--- src/rtl/seq_scan_controller.sv ---
// Frame sequencer for a Moore "1011" detector.
// It takes one word at a time over valid/ready and shifts it MSB-first into the detector.
// It counts the detector's match pulses and returns one result per frame over valid/ready.
module seq_scan_controller #(
  parameter int unsigned WORD_W = 8,
  parameter int unsigned POS_W  = 3,
  parameter int unsigned CNT_W  = 4
) (
  input  logic              clk,
  input  logic              reset,
  input  logic              in_valid,
  output logic              in_ready,
  input  logic [WORD_W-1:0] in_word,
  input  logic [POS_W:0]    in_len,
  output logic              det_seq_in,
  output logic              det_reset,
  input  logic              det_out,
  output logic              out_valid,
  input  logic              out_ready,
  output logic [CNT_W-1:0]  match_count,
  output logic [POS_W-1:0]  first_pos,
  output logic              any_match
);

  localparam int unsigned LEN_W = POS_W + 1;

  typedef enum logic [1:0] {IDLE, SHIFT, DRAIN, REPORT} state_t;

  state_t              state_q, state_d;
  logic [WORD_W-1:0]   shreg_q, shreg_d;
  logic [POS_W-1:0]    last_q, last_d;
  logic [POS_W-1:0]    idx_q, idx_d;
  logic [CNT_W-1:0]    cnt_q, cnt_d;
  logic [POS_W-1:0]    first_q, first_d;
  logic                any_q, any_d;
  logic                seq_q, seq_d;
  logic                in_ready_q, in_ready_d;
  logic                out_valid_q, out_valid_d;
  logic                det_reset_q, det_reset_d;
  logic [LEN_W-1:0]    eff_len;
  logic                hit;
  logic [POS_W-1:0]    hit_idx;

  // Next-state, datapath and registered-output decode
  always_comb begin
    state_d  = state_q;
    shreg_d  = shreg_q;
    last_d   = last_q;
    idx_d    = idx_q;
    cnt_d    = cnt_q;
    first_d  = first_q;
    any_d    = any_q;
    seq_d    = 1'b0;
    hit      = 1'b0;
    hit_idx  = '0;
    eff_len  = ((in_len == '0) || (in_len > LEN_W'(WORD_W))) ? LEN_W'(WORD_W) : in_len;

    case (state_q)
      IDLE: begin
        if (in_valid) begin
          // shreg keeps the bits still to be sent, MSB-aligned; the first bit leaves now
          shreg_d = in_word << 1;
          seq_d   = in_word[WORD_W-1];
          last_d  = POS_W'(eff_len - LEN_W'(1));
          idx_d   = '0;
          cnt_d   = '0;
          first_d = '1;
          any_d   = 1'b0;
          state_d = SHIFT;
        end
      end
      SHIFT: begin
        // detector output lags its input by one cycle, so scan index 0 has nothing to report yet
        if (idx_q != '0) begin
          hit     = det_out;
          hit_idx = POS_W'(idx_q - POS_W'(1));
        end
        shreg_d = shreg_q << 1;
        idx_d   = POS_W'(idx_q + POS_W'(1));
        if (idx_q == last_q) begin
          state_d = DRAIN;
        end else begin
          seq_d = shreg_q[WORD_W-1];
        end
      end
      DRAIN: begin
        hit     = det_out;
        hit_idx = last_q;
        state_d = REPORT;
      end
      REPORT: begin
        if (out_ready) state_d = IDLE;
      end
      default: state_d = IDLE;
    endcase

    if (hit) begin
      if (cnt_q != '1) cnt_d = CNT_W'(cnt_q + CNT_W'(1));
      if (!any_q) first_d = hit_idx;
      any_d = 1'b1;
    end

    in_ready_d  = (state_d == IDLE);
    out_valid_d = (state_d == REPORT);
    det_reset_d = (state_d == IDLE) || (state_d == REPORT);
  end

  // State and output registers with synchronous active-low reset
  always_ff @(posedge clk) begin
    if (!reset) begin
      state_q     <= IDLE;
      shreg_q     <= '0;
      last_q      <= '0;
      idx_q       <= '0;
      cnt_q       <= '0;
      first_q     <= '1;
      any_q       <= 1'b0;
      seq_q       <= 1'b0;
      in_ready_q  <= 1'b1;
      out_valid_q <= 1'b0;
      det_reset_q <= 1'b1;
    end else begin
      state_q     <= state_d;
      shreg_q     <= shreg_d;
      last_q      <= last_d;
      idx_q       <= idx_d;
      cnt_q       <= cnt_d;
      first_q     <= first_d;
      any_q       <= any_d;
      seq_q       <= seq_d;
      in_ready_q  <= in_ready_d;
      out_valid_q <= out_valid_d;
      det_reset_q <= det_reset_d;
    end
  end

  assign in_ready    = in_ready_q;
  assign out_valid   = out_valid_q;
  assign det_reset   = det_reset_q;
  assign det_seq_in  = seq_q;
  assign match_count = cnt_q;
  assign first_pos   = first_q;
  assign any_match   = any_q;

endmodule

--- config.mk ---
export PLATFORM = sky130hd
export DESIGN_NAME = seq_scan_controller
export DESIGN_NICKNAME = d
export VERILOG_FILES = /design/src/rtl/seq_scan_controller.sv
export SDC_FILE = /design/constraint.sdc
export NUM_CORES = 1
export LEC_CHECK = 0
export ABC_AREA = 1
export CAP_MARGIN = 40
export CORE_ASPECT_RATIO = 1.1
export CORE_MARGIN = 3
export CORE_UTILIZATION = 50
export CTS_CLUSTER_SIZE = 14
export DETAILED_ROUTE_END_ITERATION = 12
export HOLD_SLACK_MARGIN = 0.03
export PLACE_DENSITY = 0.9
export SETUP_SLACK_MARGIN = 0.2
export SLEW_MARGIN = 40
export SYNTH_ARGS = -nofsm -noshare
export SYNTH_HDL_FRONTEND = slang
export SYNTH_SLANG_ARGS = --single-unit
--- constraint.sdc ---
create_clock -name clk -period 1.85 [get_ports clk]
set_input_delay 0.185 -clock clk [delete_from_list [all_inputs] [get_ports clk]]
set_output_delay 0.185 -clock clk [all_outputs]
set_load 0.02 [all_outputs]
-- Word-level counts from Yosys, hierarchy flattened
Index checks and enable logic that the tools add are counted.
- flip-flop bits (word level): 28
- input port bits: 17
- output and inout bits: 12
- logic and storage cells: 62
- $add $sub $neg: 4
- magnitude comparators: 1
- equality and inequality tests: 7
- multiplexer cells: 27
- reduce and logical (&&, ||, !) cells: 12
- operators by type and width (kind ; number):
    $mux 3 ; 7
    $mux 4 ; 4
    $pmux 8 s2 ; 1
    $pmux 3 s2 ; 2
    $mux 8 ; 1
    $pmux 2 s4 ; 1
    $eq 2x2->1 const B ; 3
    $mux 1 ; 6
    $mux 2 ; 3
    $reduce_and 2->1 ; 3
    $reduce_bool 2->1 ; 3
    $sub 3x1->3 const B ; 2
    $add 4x1->4 const B ; 1
    $gt 4x4->1 const B ; 1
    $logic_not 2->1 ; 2
    $logic_not 4->1 ; 1
    $ne 4x4->1 const B ; 1
    $pmux 1 s2 ; 2
    $add 3x1->3 const B ; 1
    $eq 3x3->1 ; 1
    $reduce_bool 3->1 ; 1
    $eq 2x1->1 const B ; 1
    $logic_or 1x1->1 ; 2
    $ne 2x2->1 const B ; 1

-- Longest topological paths before layout
- depth after elaboration: 5
- depth in mapped cells: 11
- gate-level depth less buffers: 11

-- Worst setup path after synthesis
OpenSTA, ideal clock, no wires.
- path kind: register -> register
- from: reg idx_q[0]
- to: reg first_q[1], in the netlist first_pos[1]
- setup time: 0.124 ns
- arrival time: 1.490 ns
- required time: 1.726 ns
- setup slack: 0.235 ns
- cell stages (with the launch flop): 11
- buffers on the path: 0
- clock period less this slack: 1.615 ns
- cell sequence: dfxtp_1 > inv_2 > ha_1 > ha_1 > inv_1 > nand2_1 > nand2_2 > nand3_4 > or2_4 > o21ai_1 > nand2_1
- cells in the longest elaborated chain, start to end: 5
- elaborated cells between the ends (all ways): 8
- those cells by class: add/sub: 1; mux: 6; reduce/logical: 1
- RTL lines (element ; line ; text):
    start: declaration ; 32 ; logic [POS_W-1:0] idx_q, idx_d;
    start signal: assignment ; 126 ; idx_q <= idx_d;
    $sub 3x1->3 / $reduce_bool 3->1 (equally long branches) ; 76, 74 ;
    $mux 3 ; 74 ; if (idx_q != '0) begin
    $pmux 3 s2 ; 58 ; case (state_q)
    $mux 3 ; 99 ; if (!any_q) first_d = hit_idx;
    $mux 3 * ; 97 ; if (hit) begin
    end signal: assignment ; 128 ; first_q <= first_d;
    end: declaration ; 34 ; logic [POS_W-1:0] first_q, first_d;
Mark *: on every way between the ends. The rest lies on a longest branch, timed or not.
A chain may end at the register's enable or synchronous reset.

-- Worst setup path after layout
- from: reg cnt_q[0], in the netlist match_count[0]
- to: out match_count[0]
- RTL lines (element ; line ; text):
    start: declaration ; 33 ; logic [CNT_W-1:0] cnt_q, cnt_d;
    start signal: assignment ; 127 ; cnt_q <= cnt_d;
    end: declaration ; 20 ; output logic [CNT_W-1:0] match_count,
No word-level cell between the ends.

==> metrics.yaml <==
cts:
  clockRootBuffer: "clkbuf_4"
  clock_sinks: 27
  cts_tree: "built"
  clk_pin_slew_ns: 0.15
  cts_made_buffers: 3
  clock_path_buffers: 2
  cts.htree.levels: 1
  clkLatencyLatePin_ns: 0.33
setup_path:
  cp_max_fo: 5
  critPathLaunchType: "flop"
  worstPathArrival_ns: 1.41
  crit_chain: "clkdlybuf4s50_1"
  cp_slowest_cell: "clkdlybuf4s50_1"
  crit_required_ns: 1.66
  crit_path_end_kind: "output pin"
  path_buf_inv: 1
  critPathTopFamily: "buffers and inverters"
  path_class: "reg -> out"
  slowest_delay_ns: 0.64
place:
  place_inst: 257
  place.gp.congestion: 0.9552
  portBuffers: 28
  dp_hpwl_microns: 2365
timing:
  finalHoldViolations: 0
  fin_tns_setup_ns: 0
  slew_viol_final: 0
  rsz0062_at_grt: "false"
  worstMarginPinSlew_ns: 0.3483
  period_needed_ns: 1.592
  setup_viol: 0
  max_freq_ghz: 0.6280
  fin_crit_sh: 0.8608
  relSlewSlack: 0.7676
  whs_ns: 0.4122
  skew_ns: 0.006146
synth:
  synth.area.top_cells: "dfxtp_1 37%, nand2_1 13%, ha_1 11%"
  netlist_area_sq_mm: 0.001445
  synth_fp_nets: 226
  yosys.area.top_type: "dfxtp_1"
  seq_area_frac_synth: 0.3740
  synth_top_area_share: 0.3740
  synthCells: 196
  synth_warnings: 0
  ys_ff_latch: 27
  syn_area_per_cell_sq_um: 7.373
  ys_types: 25
drt:
  drt-wirelength-per-cell_microns: 12.72
  wirelength_microns: 3358
  via_per_inst: 5.303
  drc: 0
  final_antenna_net_count: 0
  drt_iter0_drc: 73
  first_pass_iters: 4
  num_vias: 1400
global_routing:
  antenna_found_initial: 0
  grt_max_degree: 17
  first_global_vias: 1322
  grt_pass1_wl_microns: 5561
  grt-ovfl-total: 0
  grt_use_total: 0.1918
power:
  internal-power_w: 0.001145
  power.total_w: 0.001908
  clkPwrFrac: 0.138
  p_switching_w: 0.0007637
  cellPowerDensity_mw_per_mm2: 1008
  ir_worst_vdd_mv: 0.6661
  switching_share: 0.4002
  combPwrFrac: 0.460
  pwr-share-seq: 0.401
  p_leak_nw: 0.8258
finish:
  layout_common_cells: "49 x nand2_1, 28 x clkdlybuf4s50_1, 22 x dfxtp_1, 17 x inv_1, 17 x a21oi_1"
  syn_to_final_growth_pct: 31.00
  layout-drive-gt1-share: 0.1631
  fin_cells: 264
  final_common_cell: "nand2_1"
  fillers: 199
  multiInputGateArea_sq_um: 833.3
  diodes: 0
  fin_nets: 264
  regArea_sq_um: 549.3
floorplan:
  pin_count: 29
  die_area_sq_mm: 0.003572
  die_h_microns: 62.39
  dieWidth_microns: 57.26
  fp-row-count: 19
  initial_core_util: 0.5526
  core-area_sq_mm: 0.002615
flow_run:
  maxCapViolCount: 0
outcome:
  outcome: "finished, final reports clean"
min_path:
  hp-class: "in -> reg"
[per-stage QoR]
| stage | setup slack (ns) | cell area [sq um] | utilization |
|---|---|---|---|
| 3_5_place_dp | 0.1293 | 1787 | 0.6833 |
| 5_1_grt | 0.1722 | 1893 | 0.7239 |
| 6_report | 0.2576 | 1893 | 0.7239 |
| 3_3_place_gp | 0.1672 | 1787 | 0.6833 |
| 4_1_cts | 0.1833 | 1817 | 0.6947 |
| 2_1_floorplan | 0.2352 | 1445 | - |
[power by group through the flow]
stage,registers (W),clock network [W],logic [W]
floorplan,0.000786,0,0.000523
global placement,0.000761,0,0.000795
detailed placement,0.000762,0,0.000816
CTS,0.000749,0.000261,0.000826
global route,0.000780,0.000287,0.000982
finish,0.000766,0.000264,0.000878
[cells by family (layout without fill, tap and decap cells)]
logic type | Yosys count | count (layout) | share of synthesized area
simple gates | 77 | 77 | 0.2329
buf+inv | 29 | 66 | 0.08311
flops | 27 | 27 | 0.3740
xor+xnor | 3 | 3 | 0.01819
compound gates | 47 | 47 | 0.1792
fa+ha+maj | 13 | 13 | 0.1126
[metal layers]
layer / global-route usage / vias up / part of all wire
met3: 0.02686 / 7 / 0.040
met5: 0 / - / 0
met2: 0.3229 / 39 / 0.51
met4: 0.08116 / 0 / 0.021
li1: - / 715 / -
met1: 0.2405 / 639 / 0.43
[synth_stat cells]
library cell	count
nand2_1	50
dfxtp_1	27
inv_1	20
a21oi_1	17
ha_1	13
o21ai_1	13
nand3_1	8
nor2_1	8
o21ai_0	8
a31oi_1	6
inv_2	4
clkbuf_1	3
nor3_1	3
or2_1	3
nand2_2	2
xor2_1	2
a22o_1	1
buf_4	1
buf_6	1
nand3_4	1
nand4_1	1
o21ai_4	1
o22ai_1	1
or2_4	1
xnor2_1	1
[state kept, by name, summed over array words and instances, names as in the netlist]
name,flops
out_valid,1
any_match,1
det_seq_in,1
match_count,4
last_q,3
in_ready,1
shreg_q,7
idx_q,3
det_reset,1
first_pos,3
state_q,2
[area by class of cell]
| class | count | area share |
|---|---|---|
| Clock buffer | 4 | 0.01388 |
| Inverter | 24 | 0.04759 |
| Multi-Input combinational cell | 140 | 0.4402 |
| Sequential cell | 27 | 0.2902 |
| Tap cell | 31 | 0.02049 |
| Timing Repair Buffer | 38 | 0.1877 |
[final timing paths]
check	from	slack [ns]	cells past startpoint	endpoint
worst max-delay path	match_count[0]	0.26	1	match_count[0]
worst min-delay path	in_word[1]	0.41	3	shreg_q[2]
worst min register to register	shreg_q[1]	0.47	2	shreg_q[1]
worst max register to register	idx_q[0]	0.26	10	first_pos[1]
[timing repair]
| action | in CTS | in global routing |
|---|---|---|
| pin swaps | 0 | 3 |
| buffers inserted | 0 | 3 |
| resized for setup | 2 | 19 |
| cloned | 0 | 0 |
| endpoints found under the setup margin | 9 | 16 |
| hold buffers | 0 | 0 |
No activity file was read; power rests on OpenSTA's default activity.
